$ cat config.mk
export PLATFORM = sky130hd
export DESIGN_NAME = rssb_alu
export DESIGN_NICKNAME = d
export VERILOG_FILES = /design/src/rtl/rssb_alu.sv
export SDC_FILE = /design/constraint.sdc
export NUM_CORES = 1
export LEC_CHECK = 0
export CAP_MARGIN = 5
export CORE_MARGIN = 2
export CORE_UTILIZATION = 41
export CTS_CLUSTER_SIZE = 30
export DETAILED_ROUTE_END_ITERATION = 6
export GPL_ROUTABILITY_DRIVEN = 0
export PLACE_DENSITY = 0.66
export SETUP_SLACK_MARGIN = 0.05
export SYNTH_ARGS = -nofsm -noshare
export SYNTH_HDL_FRONTEND = slang
export SYNTH_SLANG_ARGS = --single-unit
$ cat constraint.sdc
create_clock -name clk -period 4.2 [get_ports clk]
set_clock_uncertainty 0.1 [all_clocks]
set_input_delay 0.84 -clock clk [delete_from_list [all_inputs] [get_ports clk]]
set_output_delay 0.84 -clock clk [all_outputs]
set_load 0.01 [all_outputs]
$ cat src/rtl/rssb_alu.sv
// rtl/rssb_alu.sv - RSSB execute stage: operand select, reverse subtract, borrow, halt detect, stats
module rssb_alu #(
    parameter int BW       = 1,
    parameter int HALT_LEN = 3,
    parameter int CW       = 16
) (
    input  logic          clk,
    input  logic          rst,
    input  logic          ena,
    input  logic [BW-1:0] data [1:0],
    output logic [BW-1:0] result,
    output logic          flag,
    output logic [BW-1:0] acc,
    output logic          halted,
    output logic [CW-1:0] retired,
    output logic [CW-1:0] skipped
);

    // HALT_LEN is bounded to 1..15, so a 4-bit run counter always suffices.
    localparam int            RCW      = 4;
    localparam logic [RCW-1:0] HALT_CNT = RCW'(HALT_LEN);
    localparam logic [BW-1:0]  OP_ONES  = '1;
    localparam logic [CW-1:0]  CNT_MAX  = '1;

    logic [BW-1:0]  r_acc;
    logic           r_skip;
    logic [RCW-1:0] r_run_cnt;
    logic           r_halted;
    logic [CW-1:0]  r_retired;
    logic [CW-1:0]  r_skipped;

    logic [BW-1:0]  w_op;
    logic           w_active;
    logic           w_op_ones;
    logic [RCW-1:0] w_run_next;

    // The skip state mirrors the memory stage's pc skip, so it alone picks
    // which of the two fetched operands belongs to the executing instruction.
    assign w_op       = r_skip ? data[1] : data[0];
    assign w_active   = ena & ~r_halted;
    assign w_op_ones  = (w_op == OP_ONES);
    assign w_run_next = (r_run_cnt >= HALT_CNT) ? HALT_CNT : (r_run_cnt + RCW'(1));

    // Write-back value and borrow; idle cycles write the operand back unchanged.
    always_comb begin
        result = w_op;
        flag   = 1'b0;
        if (rst) begin
            result = data[0];
        end else if (w_active) begin
            result = w_op - r_acc;
            flag   = (w_op < r_acc);
        end
    end

    // Skip state follows flag every cycle, idle ones included, so a skip
    // raised on the halting edge drains after one idle cycle.
    always_ff @(posedge clk or posedge rst) begin
        if (rst) begin
            r_skip <= 1'b0;
        end else begin
            r_skip <= flag;
        end
    end

    // Accumulator takes the subtraction result on executed instructions only.
    always_ff @(posedge clk or posedge rst) begin
        if (rst) begin
            r_acc <= '0;
        end else if (w_active) begin
            r_acc <= result;
        end
    end

    // Retire/skip statistics, saturating so long runs never wrap to small values.
    always_ff @(posedge clk or posedge rst) begin
        if (rst) begin
            r_retired <= '0;
            r_skipped <= '0;
        end else if (w_active) begin
            if (r_retired != CNT_MAX) begin
                r_retired <= r_retired + CW'(1);
            end
            if (r_skip && (r_skipped != CNT_MAX)) begin
                r_skipped <= r_skipped + CW'(1);
            end
        end
    end

    // Halt detector: a run of HALT_LEN executed all-ones operands halts the
    // core; the last instruction of the run still executes on that edge.
    always_ff @(posedge clk or posedge rst) begin
        if (rst) begin
            r_run_cnt <= '0;
            r_halted  <= 1'b0;
        end else if (w_active) begin
            if (w_op_ones) begin
                r_run_cnt <= w_run_next;
                if (w_run_next == HALT_CNT) begin
                    r_halted <= 1'b1;
                end
            end else begin
                r_run_cnt <= '0;
            end
        end
    end

    assign acc     = r_acc;
    assign halted  = r_halted;
    assign retired = r_retired;
    assign skipped = r_skipped;

endmodule

### After elaboration in Yosys (flattened, before gate mapping)

Index checks and enable logic that the tools add are counted.

* muxes and demuxes: 7
* $add $sub $neg: 4
* order comparisons: 2
* bitwise operators: 2
* reductions and logical operators: 4
* eq/ne operators: 3

Operator list (number)
* 16-bit by 1-bit adder with 16-bit output (second input constant): 2
* 16-bit != test (second input constant): 2
* 4-bit two-way mux: 2
* 1-bit two-way mux: 5
* 4-bit by 1-bit adder with 4-bit output (second input constant): 1
* 4-bit by 2-bit equality test with 1-bit output (second input constant): 1
* 4-bit by 2-bit >= comparator with 1-bit output (second input constant): 1
* 2-bit AND reduction: 2
* 3-bit AND reduction: 1
* 1-bit bitwise AND: 1
* 1-bit logical AND: 1
* 1-bit less-than comparator: 1
* 1-bit NOT: 1
* 1-bit subtractor: 1

* register bits after elaboration: 39

### Depth between registers and ports, before layout

* depth after elaboration: 4
* mapped depth: 5
* gate-level depth less buffers: 5

### Worst setup path before layout

Ideal clock, no wire load.

* path kind: input-to-output
* start: input rst
* end: output flag
* arrival time: 2019 ps
* data required time: 3260 ps
* stages on the path: 2
* buffers on the path: 0
* path slack: 1241 ps
* path through: inv_1 -> and3_1

* cells in the longest elaborated chain, start to end: 1

RTL lines
* start, declared: RTL line 8 `input logic rst,`
* 1-bit two-way mux: RTL line 48 `if (rst) begin`
* end, declared: RTL line 12 `output logic flag,`

Every way passes these cells.

### Worst setup path after layout

* start: input data[0] in the netlist's numbering
* end: output result

* cells in the longest elaborated chain, start to end: 4

RTL lines
* start, declared: RTL line 10 `input logic [BW-1:0] data [1:0],`
* 1-bit two-way mux: RTL line 39 `assign w_op = r_skip ? data[1] : data[0];`
* 1-bit subtractor: RTL line 51 `result = w_op - r_acc;`
* 1-bit two-way mux: RTL line 50 `end else if (w_active) begin`
* 1-bit two-way mux *: RTL line 48
* end, declared: RTL line 11 `output logic [BW-1:0] result,`

Every way passes the cells marked *; elsewhere a longest branch is shown, timed or not.

==> out/results.ini <==
[yosys]
ys_types=48
syn_area_mm2=0.002033
synth_seq_cells=39
synthCells=184
synth_edf_count=0
async_reset_ff_share_pct=100.0
synth.avg_cell_area_um2=11.05
yosys.area.top_type=dfrtp_1
syn-num-nets=193
synth_ff_type=dfrtp_1
synth_top_area_share_pct=48.00
yosys_warnings=0
synth_seq_area_share_pct=48.00
synthTopCellsByArea=dfrtp_1 48%, xor2_1 6.5%, xnor2_1 3.0%

[layout]
postLayoutCellArea_mm2=0.002586
diodes=0
final_common_cell=clkdlybuf4s50_1
fin_nets=238
drive_gt1_share_pct=11.30
syn_to_final_growth_pct=27.20
final_cell_mix=40 x clkdlybuf4s50_1, 39 x dfrtp_1, 15 x xor2_1, 11 x nand2_1, 11 x a21oi_1
fillCellCount=464

[power]
ir_drop_mv=0.2295
power.internal_mw=0.6858
power.share.clock_pct=24.3
p_total_mw=1.002
pwr-share-comb_pct=26.2
seq_power_share_pct=49.4
p_leak_nw=1.172
swShare_pct=31.54
power_density_mw_per_mm2=387.3
p_switching_mw=0.3159

[run_status]
outcome=complete, no violations

[hold_path]
min_path_type=reg -> reg

[global_routing]
use_met2_pct=24.58
grtUsageMet1_pct=22.93
grtUsageMet3_pct=3.659
grt_pass1_vias=1448
grt.busiest_layer=met2
track_usage_pct=16.18
grt_overflow=0
grt_max_degree=40
grt_antenna_before_repair=0
grt_pass1_wl_mm=6.927

[timing]
drv_slew=0
setup_viol=0
rsz0062_at_grt=false
setup_tns_ns=0
clock.fmax_mhz=268.4
post-route-period-util_pct=88.72
layout_min_cycle_time_ns=3.726
finalHoldViolCount=0
slew_headroom_pct=64.52
tightest_slew_ns=0.5311
worst_slack_ns=0.4738

[floorplanning]
start_util_pct=42.76
num_rows=25
die_y_um=74.42
core_area_mm2=0.004755
pin_count=41
die_area_mm2=0.005538
die_x_um=74.42

[cts]
cts_root_buf=clkbuf_8
cts_buffer_depth=2
cts.sink_count=39
clk_latency_ns=0.29
post_cts_buffers=0
cts_buffers=5
path_clk_slew_ns=0.07
cts_tree=built
cts.repair.resized=0
htreeDepth=2
hold_buffers=0

[drt]
wire_per_inst_um=13.67
drt.antenna.violating_nets=0
via_count=1566
drcViolationCount=0
drt-total-wl_mm=4.059
avgViaCountPerCell=5.273
first_iter_violations=52
first_pass_iters=4

[setup_path]
path_max_fanout=5
critPathKind=in -> out
cp.required_ns=3.26
setup.worst_path.end_class=output port
cp-start-kind=input port
arrival_ns=2.79
r2r_slack_ns=2.29

[placed_design]
io_buffers=40
dpl-instance-area_mm2=0.002505
place_worst_setup_slack_ns=0.5053
hpwl_mm=2.851

[job]
drv_cap=0

## flip-flops by register name, summed over array words and instances (netlist names)
| register | flops |
|---|---|
| r_skip | 1 |
| skipped | 16 |
| r_run_cnt | 4 |
| retired | 16 |
| acc | 1 |
| halted | 1 |
## routing by layer
| metal | vias to the layer above | part of all wire (%) |
|---|---|---|
| li1 | 763 | - |
| met3 | 6 | 5.1 |
| met2 | 48 | 45 |
| met1 | 749 | 48 |
| met5 | - | 0 |
| met4 | 0 | 1.7 |
## power groups by stage
stage | registers, mW | clock network (mW) | logic [mW]
2_1_floorplan | 0.505 | 0 | 0.129
3_3_place_gp | 0.499 | 0 | 0.260
3_5_place_dp | 0.500 | 0 | 0.266
4_1_cts | 0.495 | 0.256 | 0.267
5_1_grt | 0.504 | 0.269 | 0.295
6_report | 0.495 | 0.244 | 0.263
## metrics by stage
| step | hold WS [ns] | instances | utilization, % |
|---|---|---|---|
| detailed placement | 0.3838 | 289 | 52.68 |
| finish | 0.3893 | 297 | 54.39 |
| global placement | 0.3754 | 289 | 52.68 |
| CTS | 0.3940 | 297 | 54.39 |
| global route | 0.4113 | 297 | 54.39 |
| floorplan | 0.3526 | 184 | - |
## cell usage after synthesis (2+ instances only)
| master | number |
|---|---|
| and3_1 | 8 |
| a31oi_1 | 2 |
| nand2_1 | 11 |
| a21oi_1 | 11 |
| xor2_1 | 15 |
| a2111oi_2 | 2 |
| nand3_1 | 9 |
| mux2_1 | 3 |
| xnor2_1 | 7 |
| and2_1 | 3 |
| nand4_2 | 3 |
| ha_1 | 4 |
| nor3_1 | 2 |
| nor4_2 | 2 |
| a211oi_1 | 4 |
| nor2_1 | 8 |
| and4_1 | 3 |
| nand4_1 | 7 |
| nor2b_1 | 2 |
| and4_4 | 2 |
| dfrtp_1 | 39 |
| a21o_1 | 2 |
| o21ai_0 | 4 |
| inv_1 | 7 |
## worst paths after layout
path | from | to | cells past startpoint
setup / recovery | data[0] | result | 7
hold / removal | skipped[4] | skipped[4] | 1
setup reg to reg | retired[0] | retired[9] | 5
hold reg to reg | skipped[4] | skipped[4] | 1
max in group asynchronous | rst | retired[5] | 3
min in group asynchronous | rst | retired[1] | 3
## final cells by class
cell class	instances	area, um2	share of cell area, %
multi-input combinational	134	1003	38.80
timing repair buffer	42	415.4	16.06
sequential	39	975.9	37.74
clock buffer	7	76.32	2.951
inverter	7	26.28	1.016
clock inverter	1	5.005	0.1935
tap	67	83.83	3.241
## kinds of logic after synthesis
logic type | count (synthesis) | share of synthesized area (%)
AOI/OAI and AO/OA | 34 | 12.18
xor gates and xnor gates | 22 | 9.477
adders and majority gates | 4 | 2.462
buffers and inverters | 11 | 2.646
DFF | 39 | 48.00
muxes | 5 | 2.708
and+or+nand+nor | 69 | 22.52
## critical path: stages
cell and delay (ns):
clkdlybuf4s50_1 0.42, mux2i_1 0.35, ha_1 0.32, nor2_1 0.10
nor2_1 0.05, o21ai_0 0.15, clkdlybuf4s50_1 0.56
Power figures use the tool's default switching activity.
